<file path="config.mk">
export PLATFORM = sky130hd
export DESIGN_NAME = jpc_operand_fetch
export DESIGN_NICKNAME = d
export VERILOG_FILES = /design/src/rtl/jpc_operand_fetch_pkg.sv /design/src/rtl/jpc_of_port.sv /design/src/rtl/jpc_operand_fetch.sv
export SDC_FILE = /design/constraint.sdc
export NUM_CORES = 1
export LEC_CHECK = 0
export CORE_MARGIN = 3
export CORE_UTILIZATION = 38
export CTS_CLUSTER_DIAMETER = 200
export CTS_CLUSTER_SIZE = 40
export DETAILED_ROUTE_END_ITERATION = 7
export GPL_ROUTABILITY_DRIVEN = 0
export GPL_TIMING_DRIVEN = 0
export HOLD_SLACK_MARGIN = 0.03
export PLACE_DENSITY = 0.8
export SKIP_LAST_GASP = 1
export SLEW_MARGIN = 20
export SYNTH_ARGS = -nofsm -noshare
export SYNTH_HDL_FRONTEND = slang
export SYNTH_SLANG_ARGS = --single-unit
</file>
<file path="constraint.sdc">
create_clock -name clk -period 1.8 [get_ports clk]
set_input_delay 0.18 -clock clk [delete_from_list [all_inputs] [get_ports clk]]
set_output_delay 0.18 -clock clk [all_outputs]
set_load 0.005 [all_outputs]
</file>
<file path="src/rtl/jpc_operand_fetch_pkg.sv">
// Shared widths, FSM state encoding and the x0-aware read-need helper for the
// operand-fetch stage.
package jpc_operand_fetch_pkg;

    localparam int JPC_REGDATA_WIDTH = 32;
    localparam int JPC_CTRL_WIDTH    = 16;
    localparam int JPC_REG_IDX_WIDTH = 5;

    typedef enum logic [2:0] {
        ST_IDLE  = 3'd0,
        ST_REQ   = 3'd1,
        ST_RESP  = 3'd2,
        ST_OUT   = 3'd3,
        ST_DRAIN = 3'd4
    } of_state_e;

    // x0 reads as zero, so it never costs a regfile request.
    function automatic logic port_needed(input logic                         use_reg,
                                         input logic [JPC_REG_IDX_WIDTH-1:0] idx);
        return use_reg && (idx != '0);
    endfunction

endpackage

</file>
<file path="src/rtl/jpc_of_port.sv">
// One regfile read port of the operand-fetch stage: request/response flags,
// operand data register and the idx_valid / rdata_ready strobes.
module jpc_of_port
    import jpc_operand_fetch_pkg::*;
#(
    parameter int DW = JPC_REGDATA_WIDTH
) (
    input  logic                         clk,
    input  logic                         rst,
    input  logic                         i_load,
    input  logic                         i_need,
    input  logic [JPC_REG_IDX_WIDTH-1:0] i_idx,
    input  logic                         i_clear,
    input  logic                         i_req_en,
    input  logic                         i_rsp_en,
    input  logic                         i_keep_data,
    input  logic                         i_idx_ready,
    input  logic                         i_rdata_valid,
    input  logic [DW-1:0]                i_rdata,
    output logic                         o_idx_valid,
    output logic [JPC_REG_IDX_WIDTH-1:0] o_idx,
    output logic                         o_rdata_ready,
    output logic [DW-1:0]                o_data,
    output logic                         o_all_sent,
    output logic                         o_all_recv,
    output logic                         o_outstanding
);

    logic                         r_need;
    logic                         r_sent;
    logic                         r_recv;
    logic [JPC_REG_IDX_WIDTH-1:0] r_idx;
    logic [DW-1:0]                r_data;

    logic w_send;
    logic w_take;
    logic w_sent_next;
    logic w_recv_next;

    assign o_idx_valid   = i_req_en && r_need && !r_sent;
    assign o_rdata_ready = i_rsp_en && r_sent && !r_recv;
    assign w_send        = o_idx_valid && i_idx_ready;
    assign w_take        = o_rdata_ready && i_rdata_valid;
    assign w_sent_next   = r_sent || w_send;
    assign w_recv_next   = r_recv || w_take;

    // Status includes this cycle's handshakes so the FSM can advance without
    // waiting an extra cycle for the flags to settle.
    assign o_all_sent    = !r_need || w_sent_next;
    assign o_all_recv    = !r_need || w_recv_next;
    assign o_outstanding = w_sent_next && !w_recv_next;

    assign o_idx  = r_idx;
    assign o_data = r_data;

    always_ff @(posedge clk or negedge rst) begin
        if (!rst) begin
            r_need <= 1'b0;
            r_sent <= 1'b0;
            r_recv <= 1'b0;
            r_idx  <= '0;
            r_data <= '0;
        end else if (i_load) begin
            r_need <= i_need;
            r_sent <= 1'b0;
            r_recv <= 1'b0;
            r_idx  <= i_idx;
            r_data <= '0;
        end else if (i_clear) begin
            r_need <= 1'b0;
            r_sent <= 1'b0;
            r_recv <= 1'b0;
        end else begin
            if (w_send) begin
                r_sent <= 1'b1;
            end
            if (w_take) begin
                r_recv <= 1'b1;
                if (i_keep_data) begin
                    r_data <= i_rdata;
                end
            end
        end
    end

endmodule

</file>
<file path="src/rtl/jpc_operand_fetch.sv">
// Operand-fetch stage: accepts a decoded instruction, reads rs1/rs2 from the
// two regfile ports and hands a complete operand bundle to execute.
module jpc_operand_fetch
    import jpc_operand_fetch_pkg::*;
#(
    parameter int DW = JPC_REGDATA_WIDTH,
    parameter int CW = JPC_CTRL_WIDTH
) (
    input  logic          clk,
    input  logic          rst,
    input  logic          dec_valid_I,
    output logic          dec_ready_O,
    input  logic [4:0]    dec_rs1_I,
    input  logic [4:0]    dec_rs2_I,
    input  logic [4:0]    dec_rd_I,
    input  logic          dec_use_rs1_I,
    input  logic          dec_use_rs2_I,
    input  logic [DW-1:0] dec_imm_I,
    input  logic [CW-1:0] dec_ctrl_I,
    output logic          rf1_idx_op_O,
    output logic [4:0]    rf1_idx_O,
    output logic          rf1_idx_valid_O,
    input  logic          rf1_idx_ready_I,
    output logic          rf1_rdata_ready_O,
    input  logic [DW-1:0] rf1_rdata_I,
    input  logic          rf1_rdata_valid_I,
    output logic          rf2_idx_op_O,
    output logic [4:0]    rf2_idx_O,
    output logic          rf2_idx_valid_O,
    input  logic          rf2_idx_ready_I,
    output logic          rf2_data_ready_O,
    input  logic [DW-1:0] rf2_data_I,
    input  logic          rf2_data_valid_I,
    output logic          ex_valid_O,
    input  logic          ex_ready_I,
    output logic [DW-1:0] ex_rs1_val_O,
    output logic [DW-1:0] ex_rs2_val_O,
    output logic [DW-1:0] ex_imm_O,
    output logic [4:0]    ex_rd_O,
    output logic [CW-1:0] ex_ctrl_O,
    input  logic          flush_I
);

    of_state_e     r_state;
    of_state_e     w_state_next;
    logic          r_dec_ready;
    logic          r_ex_valid;
    logic [4:0]    r_rd;
    logic [DW-1:0] r_imm;
    logic [CW-1:0] r_ctrl;

    logic          w_accept;
    logic          w_clear;
    logic          w_req_en;
    logic          w_rsp_en;
    logic          w_keep;
    logic          w_any_out;
    of_state_e     w_accept_state;

    logic [1:0]    w_need;
    logic [1:0]    w_idx_ready;
    logic [1:0]    w_rdata_valid;
    logic [1:0]    w_idx_valid;
    logic [1:0]    w_rdata_ready;
    logic [1:0]    w_all_sent;
    logic [1:0]    w_all_recv;
    logic [1:0]    w_outstanding;
    logic [4:0]    w_dec_idx [2];
    logic [4:0]    w_rf_idx  [2];
    logic [DW-1:0] w_rdata   [2];
    logic [DW-1:0] w_data    [2];

    assign w_need[0]      = port_needed(dec_use_rs1_I, dec_rs1_I);
    assign w_need[1]      = port_needed(dec_use_rs2_I, dec_rs2_I);
    assign w_dec_idx[0]   = dec_rs1_I;
    assign w_dec_idx[1]   = dec_rs2_I;
    assign w_idx_ready    = {rf2_idx_ready_I, rf1_idx_ready_I};
    assign w_rdata_valid  = {rf2_data_valid_I, rf1_rdata_valid_I};
    assign w_rdata[0]     = rf1_rdata_I;
    assign w_rdata[1]     = rf2_data_I;
    assign w_any_out      = |w_outstanding;
    assign w_accept_state = (|w_need) ? ST_REQ : ST_OUT;

    // A sent port keeps listening for its response while the other port is
    // still requesting, and keeps draining after a flush.
    assign w_req_en = (r_state == ST_REQ);
    assign w_rsp_en = (r_state == ST_REQ) || (r_state == ST_RESP) || (r_state == ST_DRAIN);
    assign w_keep   = (r_state != ST_DRAIN);
    assign w_clear  = (w_state_next == ST_IDLE);

    generate
        for (genvar gi = 0; gi < 2; gi++) begin : g_port
            jpc_of_port #(
                .DW(DW)
            ) u_port (
                .clk          (clk),
                .rst          (rst),
                .i_load       (w_accept),
                .i_need       (w_need[gi]),
                .i_idx        (w_dec_idx[gi]),
                .i_clear      (w_clear),
                .i_req_en     (w_req_en),
                .i_rsp_en     (w_rsp_en),
                .i_keep_data  (w_keep),
                .i_idx_ready  (w_idx_ready[gi]),
                .i_rdata_valid(w_rdata_valid[gi]),
                .i_rdata      (w_rdata[gi]),
                .o_idx_valid  (w_idx_valid[gi]),
                .o_idx        (w_rf_idx[gi]),
                .o_rdata_ready(w_rdata_ready[gi]),
                .o_data       (w_data[gi]),
                .o_all_sent   (w_all_sent[gi]),
                .o_all_recv   (w_all_recv[gi]),
                .o_outstanding(w_outstanding[gi])
            );
        end
    endgenerate

    always_comb begin
        w_state_next = r_state;
        w_accept     = 1'b0;
        if (flush_I) begin
            if (r_state != ST_IDLE) begin
                w_state_next = w_any_out ? ST_DRAIN : ST_IDLE;
            end
        end else begin
            unique case (r_state)
                ST_IDLE: begin
                    if (r_dec_ready && dec_valid_I) begin
                        w_accept     = 1'b1;
                        w_state_next = w_accept_state;
                    end
                end
                ST_REQ: begin
                    if (&w_all_sent) begin
                        w_state_next = ST_RESP;
                    end
                end
                ST_RESP: begin
                    if (&w_all_recv) begin
                        w_state_next = ST_OUT;
                    end
                end
                ST_OUT: begin
                    if (ex_ready_I) begin
                        if (dec_valid_I) begin
                            w_accept     = 1'b1;
                            w_state_next = w_accept_state;
                        end else begin
                            w_state_next = ST_IDLE;
                        end
                    end
                end
                ST_DRAIN: begin
                    if (!w_any_out) begin
                        w_state_next = ST_IDLE;
                    end
                end
                default: w_state_next = ST_IDLE;
            endcase
        end
    end

    always_ff @(posedge clk or negedge rst) begin
        if (!rst) begin
            r_state     <= ST_IDLE;
            r_dec_ready <= 1'b0;
            r_ex_valid  <= 1'b0;
            r_rd        <= '0;
            r_imm       <= '0;
            r_ctrl      <= '0;
        end else begin
            r_state     <= w_state_next;
            r_dec_ready <= (w_state_next == ST_IDLE);
            r_ex_valid  <= (w_state_next == ST_OUT);
            if (w_accept) begin
                r_rd   <= dec_rd_I;
                r_imm  <= dec_imm_I;
                r_ctrl <= dec_ctrl_I;
            end
        end
    end

    // In OUT the decode handshake follows execute so a new instruction can
    // be taken in the same cycle the current bundle is consumed.
    assign dec_ready_O       = (r_state == ST_OUT) ? ex_ready_I : r_dec_ready;

    assign rf1_idx_op_O      = 1'b0;
    assign rf2_idx_op_O      = 1'b0;
    assign rf1_idx_O         = w_rf_idx[0];
    assign rf2_idx_O         = w_rf_idx[1];
    assign rf1_idx_valid_O   = w_idx_valid[0];
    assign rf2_idx_valid_O   = w_idx_valid[1];
    assign rf1_rdata_ready_O = w_rdata_ready[0];
    assign rf2_data_ready_O  = w_rdata_ready[1];

    assign ex_valid_O        = r_ex_valid;
    assign ex_rs1_val_O      = w_data[0];
    assign ex_rs2_val_O      = w_data[1];
    assign ex_imm_O          = r_imm;
    assign ex_rd_O           = r_rd;
    assign ex_ctrl_O         = r_ctrl;

endmodule

</file>
; Yosys cells after proc, flatten, opt, wreduce, memory -nomap -nowiden
; Index checks and enable logic that the tools add are counted.
[op_classes]
eq_ne = 7
n_mux = 40
reduce_logical = 54
[op_table]
columns = cell, count
row1 = 32-bit two-way mux, 8
row2 = 3-bit two-way mux, 8
row3 = 1-bit two-way mux, 20
row4 = 1-bit logical AND, 17
row5 = 3-bit one-hot mux with 5 select lines, 1
row6 = 3-bit nonzero test, 5
row7 = 1-bit logical OR, 10
row8 = 5-bit nonzero test, 2
row9 = "3-bit by 2-bit equality test with 1-bit output, second input constant", 3
row10 = 1-bit zero test, 8
row11 = 2-bit nonzero test, 4
row12 = 3-bit zero test, 2
row13 = 3-bit AND reduction, 2
row14 = 2-bit two-way mux, 2
row15 = 2-bit AND reduction, 2
row16 = 2-bit OR reduction, 2
row17 = "3-bit by 1-bit equality test with 1-bit output, second input constant", 1
row18 = "3-bit equality test, second input constant", 1
row19 = "3-bit inequality test, second input constant", 1
row20 = "2-bit by 1-bit inequality test with 1-bit output, second input constant", 1
row21 = 1-bit one-hot mux with 2 select lines, 1
[word_totals]
regBits = 138
in_bits = 138
out_inout_bits = 135
word_cells = 117

; Depth between registers and ports, before layout
; Gate-level depths: netlist (run 1).
[depth]
depth_word = 16
depth_mapped = 10
ltp_nobuf = 6

; By module
; Synthesis (run 1) repeated with hierarchy kept, for this count alone.
[hier_totals]
cells_unflattened = 492
area_unflattened_um2 = 6467.5
[modules_own_cells]
columns = mod, n_inst, cells_each, area_per_inst_um2, seq_area_each_um2
row1 = jpc_of_port, 2, 167, 1950.6, 1001.0
row2 = jpc_operand_fetch, 1, 158, 2566.2, 1451.4

; Worst setup path before layout (run 1)
; Ideal clock, no wire load.
[synth_timing]
path_type = register -> register
startpoint = register r_state[0]
endpoint = register g_port[1].u_port.r_data[10]
t_arrival_ps = 1659
path_slack_ps = 16
stages_incl_launch_ff = 9
path_buffers = 2
period_less_slack_ps = 1784
cell_sequence = dfrtp_1 buf_4 xor2_2 o2111ai_1 nand4_2 a21oi_2 or2_4 buf_12 o21ai_2
[synth_via]
elab_chain_cells = 16
word_cells_on_any_way = 53
classes_between = eq/ne (6) / mux (12) / reduce/logical (35)
[synth_rtl]
columns = element, line
row1 = from (decl), jpc_operand_fetch.sv:44  ; of_state_e r_state;
row2 = from (signal assigned), jpc_operand_fetch.sv:173  ; r_state <= w_state_next;
row3 = 3-bit by 1-bit equality test with 1-bit output or 3-bit by 2-bit equality test with 1-bit output (tied branches), "jpc_operand_fetch.sv:86, jpc_operand_fetch.sv:87, jpc_operand_fetch.sv:127"
row4 = 1-bit logical OR (2 in series), jpc_operand_fetch.sv:87  ; assign w_rsp_en = (r_state == ST_REQ) || (r_state == ST_RESP) || (r_state == ST_DRAIN);
row5 = 1-bit logical AND (2 in series), jpc_of_port.sv:41  ; assign o_rdata_ready = i_rsp_en && r_sent && !r_recv;
row6 = 1-bit logical AND, jpc_of_port.sv:43  ; assign w_take = o_rdata_ready && i_rdata_valid;
row7 = 1-bit logical OR, jpc_of_port.sv:45  ; assign w_recv_next = r_recv || w_take;
row8 = 1-bit zero test, jpc_of_port.sv:51  ; assign o_outstanding = w_sent_next && !w_recv_next;
row9 = 1-bit logical AND, jpc_of_port.sv:51
row10 = 2-bit OR reduction, jpc_operand_fetch.sv:81  ; assign w_any_out = |w_outstanding;
row11 = 3-bit two-way mux (on tied branches), "jpc_operand_fetch.sv:155, jpc_operand_fetch.sv:124"
row12 = 3-bit one-hot mux with 5 select lines or 3-bit two-way mux (tied branches), "jpc_operand_fetch.sv:127, jpc_operand_fetch.sv:123"
row13 = 3-bit two-way mux, jpc_operand_fetch.sv:122  ; if (flush_I) begin
row14 = 3-bit zero test, jpc_operand_fetch.sv:89  ; assign w_clear = (w_state_next == ST_IDLE);
row15 = 2-bit by 1-bit inequality test with 1-bit output (no line), --
row16 = 3-bit AND reduction (no line), --
row17 = to (signal assigned), jpc_of_port.sv:80  ; r_data <= i_rdata;
row18 = to (decl), jpc_of_port.sv:33  ; logic [DW-1:0] r_data;
; Parallel ways exist; a longest one is shown, timed or not.
; A chain may end at the register's enable or synchronous reset.

; Final worst setup path (run 1)
[layout_timing]
startpoint = register r_state[2]
endpoint = register g_port[0].u_port.r_data[1]
[layout_via]
elab_chain_cells = 16
word_cells_on_any_way = 53
classes_between = eq/ne (6) / mux (12) / reduce/logical (35)
[layout_rtl]
columns = element, line
row1 = 3-bit by 1-bit equality test with 1-bit output or 3-bit by 2-bit equality test with 1-bit output (tied branches), "jpc_operand_fetch.sv:86, jpc_operand_fetch.sv:87, jpc_operand_fetch.sv:127"
row2 = 1-bit logical OR (2 in series), jpc_operand_fetch.sv:87
row3 = 1-bit logical AND (2 in series), jpc_of_port.sv:41
row4 = 1-bit logical AND, jpc_of_port.sv:43
row5 = 1-bit logical OR, jpc_of_port.sv:45
row6 = 1-bit zero test, jpc_of_port.sv:51
row7 = 1-bit logical AND, jpc_of_port.sv:51
row8 = 2-bit OR reduction, jpc_operand_fetch.sv:81
row9 = 3-bit two-way mux (on tied branches), "jpc_operand_fetch.sv:155, jpc_operand_fetch.sv:124"
row10 = 3-bit one-hot mux with 5 select lines or 3-bit two-way mux (tied branches), "jpc_operand_fetch.sv:127, jpc_operand_fetch.sv:123"
row11 = 3-bit two-way mux, jpc_operand_fetch.sv:122
row12 = 3-bit zero test, jpc_operand_fetch.sv:89
row13 = 2-bit by 1-bit inequality test with 1-bit output (no line), --
row14 = 3-bit AND reduction (no line), --
row15 = to (signal assigned), jpc_of_port.sv:80
row16 = to (decl), jpc_of_port.sv:33
; Parallel ways exist; a longest one is shown, timed or not.

==> results.py, run 1 <==
metrics = {
    "sta": {
        "fin_crit_sh_pct": 112,
        "setup_ws_ns": -0.222,
        "tightest_slew_ns": 0.511,
        "fin_skew_ns": 0.00736,
        "hold_viol": 0,
        "slew_viol_final": 0,
        "fin_setup_tns_ns": -15.15,
        "holdWs_ns": 0.288,
        "setup_viol": 107,
        "period_minus_slack_ns": 2.02,
        "fmax_ghz": 0.495,
        "max-slew-margin-rel_pct": 65.9,
        "rsz0062_at_grt": "true",
    },
    "logic_synthesis": {
        "ys_types": 41,
        "synthTopCellsByArea": "dfrtp_1 (56%), nand2_1 (16%), o21ai_2 (8.6%), o21ai_0 (5.4%), buf_2 (2.4%)",
        "synthesis.instances": 641,
        "ys_seq_area_share_pct": 56.3,
        "post-synth-top-count-cell": "nand2_1",
        "async_flop_share_pct": 100,
        "synth_edf_count": 0,
        "synth_top_family_by_area": "simple AND/OR/NAND/NOR gates",
        "synth_compound_area_share_pct": 17.1,
        "synth-xor-area-share_pct": 0.265,
        "synth.area.mux_share_pct": 0.184,
        "synth-simple-area-share_pct": 20.8,
        "synth.avg_cell_area_sq_um": 9.56,
        "synth_seq_cells": 138,
        "ys.flop_type": "dfrtp_1",
        "syn_area_sq_um": 6130,
        "synth_top_area_share_pct": 56.3,
        "synthTopCellsByCount": "nand2_1 (262), dfrtp_1 (138), o21ai_0 (66)",
        "yosys_warnings": 0,
        "synth_area_leader_cell": "dfrtp_1",
        "synth_fa_ha_area_share_pct": 0,
    },
    "global_routing": {
        "grt_use_total_pct": 23.0,
        "met3_usage_pct": 7.98,
        "overflow": 0,
        "grt_max_degree": 74,
        "grt-busiest-layer": "met2",
        "use_met1_pct": 28.4,
        "grtUsageMet2_pct": 38.3,
        "antenna_found_initial": 0,
        "grt_pass1_wl_mm": 32.4,
        "grt_pass1_vias": 6019,
    },
    "setup_path": {
        "arrival_ns": 2.32,
        "critPathKind": "reg2reg",
        "slowest_delay_ns": 0.50,
        "critPathRequiredTime_ns": 2.10,
        "crit_chain": "xor2_4 > o21a_2 > buf_6 > nand4_4 > nor3_4 > buf_4 > buf_4 > o21ai_0 > o21ai_2",
        "cp_max_fo": 10,
        "rr_worst_depth": 9,
        "crit_path_top_delay_cell": "dfrtp_2",
        "end_kind": "register",
        "start_kind": "register",
        "cp_common_cell": "buf_4",
    },
    "cts": {
        "clockBufferDepth": 2,
        "cts_tree": "done",
        "path_clk_slew_ns": 0.06,
        "cts-root-buf": "clkbuf_16",
        "cts_sinks": 138,
        "htree_num_levels": 4,
        "clk_latency_ns": 0.41,
        "cts_made_buffers": 17,
    },
    "power_and_ir_drop": {
        "p_leak_nw": 4.78,
        "power.density_nw_per_um2": 1080,
        "ir_drop_v": 0.000723,
    },
    "floorplan": {
        "die-height_um": 133,
        "row_count": 45,
        "start_util_pct": 39.6,
        "ios": 273,
        "die-area_sq_um": 17700,
        "core_sq_um": 15500,
        "die_w_um": 133,
    },
    "finish": {
        "diodes": 0,
        "drive_above_1_share_pct": 24.0,
        "design_area_sq_um": 10600,
        "syn_to_final_growth_pct": 73.7,
        "layout.nets": 1104,
        "final-instance-count-excl-fill": 1190,
    },
    "detailed_routing": {
        "drt-vias-per-instance": 4.87,
        "remaining_drc_errors": 0,
        "wirelength_mm": 20.4,
        "drt-pass1-iter-count": 4,
        "wl_per_cell_um": 17.1,
        "drtIter0Drc": 229,
        "antenna_left": 0,
        "route.vias.total": 5794,
    },
    "status": {
        "status": "finished with violations",
        "failed_checks": "negative setup slack",
    },
    "run": {
        "maxCapViolations": 0,
    },
    "placement": {
        "postPlaceCellArea_sq_um": 9130,
        "dp_hpwl_mm": 13.7,
        "portBuffers": 270,
        "dp.cells": 1124,
    },
    "hold_path": {
        "hold_class": "in2reg",
        "whs_path_depth": 3,
    },
}
[cells in the final DEF (no fill, tap or decap), types with 9 or more instances in the layout]
master,instances
clkdlybuf4s50_1,264
nand2_1,250
dfrtp_1,136
o21ai_2,67
o21ai_1,38
buf_6,24
buf_4,24
clkbuf_16,23
o21ai_0,20
nand2_2,12
buf_12,9
[flip-flops by register name, indices dropped and copies added, names as in the netlist]
signal and flops:
r_dec_ready 1, ex_ctrl_O 16, g_port.u_port.r_sent 2, g_port.u_port.o_idx 10
g_port.u_port.o_data 64, g_port.u_port.r_recv 2, r_state 3, ex_imm_O 32
g_port.u_port.r_need 2, ex_rd_O 5, ex_valid_O 1
[final timing paths]
| kind | startpoint | end | slack, ns |
|---|---|---|---|
| max in group asynchronous | rst | r_state[2] | 0.70 |
| hold reg to reg | ex_imm_O[27] | ex_imm_O[27] | 0.47 |
| setup / recovery | r_state[2] | g_port[0].u_port.o_data[1] | -0.22 |
| hold / removal | dec_ctrl_I[2] | ex_ctrl_O[2] | 0.29 |
| setup reg to reg | r_state[2] | g_port[0].u_port.o_data[1] | -0.22 |
| min in group asynchronous | rst | g_port[0].u_port.o_data[13] | 0.32 |
[per-stage QoR]
| step | util, % | setup slack, ns | power (W) |
|---|---|---|---|
| floorplan | - | 0.0157 | 0.00532 |
| finish | 68.7 | -0.222 | 0.0115 |
| detailed placement | 59.0 | -0.567 | 0.00748 |
| global route | 68.7 | -0.310 | 0.0122 |
| global placement | 58.8 | -5.17 | 0.00741 |
| CTS | 66.5 | -0.192 | 0.0113 |
[worst max-delay path, delay by kind of cell (launching register included)]
kind            cells  cell delay (ns)
compound gates      3             0.56
xor+xnor            1             0.22
buf+inv             3             0.46
flops               1             0.50
simple gates        2             0.16
[per-layer routing]
layer | up-vias | routed length [um] | share of wire, %
met5 | - | 0 | 0
met4 | 0 | 314 | 1.5
met3 | 21 | 1790 | 8.8
met2 | 230 | 10100 | 50
met1 | 2780 | 8180 | 40
li1 | 2763 | - | -
[power breakdown]
part | switching [W] | internal (W)
clock network | 0.00142 | 0.00212
logic | 0.00154 | 0.00222
registers | 0.000413 | 0.00381
[repair_timing]
action	CTS	global route
endpoints found under the setup margin	139	141
hold buffers	1	0
resized for setup	144	59
setup buffers	22	3
hold endpoints to repair	65	0
gates cloned	4	6
pin swaps	50	12
[cell families (layout without fill, tap and decap cells)]
kind of cell / Yosys count / in the layout
AO/OA/AOI/OAI: 153 / 153
XOR/XNOR: 1 / 1
buffers and inverters: 46 / 383
flip-flops: 138 / 138
multiplexers: 1 / 1
other: 1 / 2
AND/OR/NAND/NOR: 301 / 301
[cell type report]
| type | count | area, sq um |
|---|---|---|
| fillers | 1179 | 4840 |
| flip-flops and latches | 138 | 3460 |
| repair buffers | 306 | 3220 |
| multi-input cells | 458 | 2640 |
| plain buffers | 44 | 458 |
| clock buffers | 19 | 453 |
| well taps | 211 | 264 |
| clock inverters | 13 | 144 |
| inverters | 1 | 3.75 |
Note: power is estimated with default switching activity, not from simulation.
==> inputs of run 2 (changes only) <==
Settings changed: TNS_END_PERCENT set to 10.
==> results.py, run 2 (synthesis results as in run 1) <==
metrics = {
    "setup_path": {
        "start_kind": "register",
        "end_kind": "register",
        "critPathKind": "reg2reg",
        "critPathRequiredTime_ns": 2.14,
        "rrSetupSlack_ns": -0.22,
        "arrival_ns": 2.36,
        "cp_max_fo": 10,
    },
    "sta": {
        "tightest_slew_ns": 0.513,
        "setup_ws_ns": -0.220,
        "fmax_ghz": 0.495,
        "holdWs_ns": 0.288,
        "rsz0062_at_grt": "true",
        "max-slew-margin-rel_pct": 65.8,
        "setup_viol": 78,
        "fin_crit_sh_pct": 112,
        "period_minus_slack_ns": 2.02,
        "hold_viol": 0,
        "fin_skew_ns": 0.00612,
        "slew_viol_final": 0,
    },
    "detailed_routing": {
        "drtIter0Drc": 185,
        "drt-pass1-iter-count": 4,
        "wl_per_cell_um": 16.6,
        "wirelength_mm": 19.6,
        "remaining_drc_errors": 0,
        "antenna_left": 0,
        "route.vias.total": 5675,
        "drt-vias-per-instance": 4.81,
    },
    "finish": {
        "layout.nets": 1095,
        "final_cell_mix": "clkdlybuf4s50_1 (264), nand2_1 (260), dfrtp_1 (136)",
        "layout_commonest_cell": "clkdlybuf4s50_1",
        "seqCellArea_sq_um": 3460,
        "multi_input_area_sq_um": 2520,
        "diodes": 0,
        "syn_to_final_growth_pct": 67.4,
        "fillers": 1241,
        "drive_above_1_share_pct": 20.8,
        "largest_register_ffs": 64,
    },
    "floorplan": {
        "die-area_sq_um": 17700,
        "die_w_um": 133,
        "die-height_um": 133,
        "core_sq_um": 15500,
        "start_util_pct": 39.6,
        "row_count": 45,
        "ios": 273,
    },
    "cts": {
        "htree_num_levels": 4,
        "path_clk_slew_ns": 0.06,
        "cts_tree": "done",
        "clockBufferDepth": 2,
        "cts_made_buffers": 17,
        "cts-root-buf": "clkbuf_16",
        "clk_latency_ns": 0.41,
        "cts_sinks": 138,
    },
    "placement": {
        "portBuffers": 270,
        "dp_worst_setup_slack_ns": -0.567,
        "dp_hpwl_mm": 13.7,
    },
    "global_routing": {
        "grt_max_degree": 74,
        "antenna_found_initial": 0,
        "grt_pass1_vias": 5965,
        "grt_pass1_wl_mm": 32.1,
        "overflow": 0,
        "grt_use_total_pct": 22.8,
    },
    "run": {
        "maxCapViolations": 0,
    },
    "status": {
        "status": "finished with violations",
        "failed_checks": "negative setup slack",
    },
    "power_and_ir_drop": {
        "power.density_nw_per_um2": 1090,
        "p_leak_nw": 4.58,
        "ir_drop_v": 0.000696,
    },
    "hold_path": {
        "hold_class": "in2reg",
    },
}
-- run 2: cell type report --
class                   instances  area share, %
flip-flops and latches        138           33.7
repair buffers                296           29.4
multi-input cells             458           24.5
clock buffers                  19           4.41
plain buffers                  45           3.94
well taps                     211           2.57
clock inverters                13           1.40
inverters                       1         0.0366
-- run 2: what timing repair did --
item,4_1_cts,5_1_grt
hold endpoints to repair,65,0
gates cloned,4,0
resized for setup,92,36
endpoints found under the setup margin,139,141
buffers inserted,19,1
hold buffers,1,0
pin swaps,29,7
-- run 2: layer usage --
metal | share of wire, % | GRT usage (%)
met3 | 8.6 | 8.10
met1 | 41 | 28.1
met2 | 49 | 37.8
met4 | 1.6 | 6.52
met5 | 0 | 0
-- run 2: worst paths after layout --
| path | startpoint | endpoint | cells past startpoint |
|---|---|---|---|
| worst max-delay path | r_state[2] | g_port[0].u_port.o_data[2] | 9 |
| worst min-delay path | dec_ctrl_I[2] | ex_ctrl_O[2] | 3 |
| worst max register to register | r_state[2] | g_port[0].u_port.o_data[2] | 9 |
| worst min register to register | ex_imm_O[16] | ex_imm_O[16] | 2 |
| max in group asynchronous | rst | r_state[2] | 3 |
| min in group asynchronous | rst | g_port[0].u_port.o_data[13] | 2 |
-- run 2: critical path: stages, from the launching register on --
cell	delay [ns]
dfrtp_2	0.49
xor2_4	0.22
o21a_2	0.25
buf_6	0.13
nand4_4	0.11
nor3_4	0.06
or2_4	0.29
buf_12	0.14
buf_12	0.14
o21ai_2	0.13
-- run 2: through the flow --
| stage | power, W | util, % | std cells | instance area, sq um | setup TNS (ns) |
|---|---|---|---|---|---|
| after global placement | 0.00741 | 58.8 | 1123 | 9100 | -760.00 |
| after detailed placement | 0.00748 | 59.0 | 1124 | 9130 | -50.58 |
| final | 0.0112 | 66.3 | 1181 | 10300 | -13.72 |
| after CTS | 0.0112 | 65.7 | 1180 | 10200 | -18.59 |
| after global routing | 0.0119 | 66.3 | 1181 | 10300 | -28.14 |
| after floorplan | 0.00532 | - | 642 | 6130 | 0 |
-- run 2: power by group --
| part | internal, W | switching (W) |
|---|---|---|
| Sequential | 0.00381 | 0.000393 |
| Clock | 0.00212 | 0.00140 |
| Combinational | 0.00201 | 0.00146 |
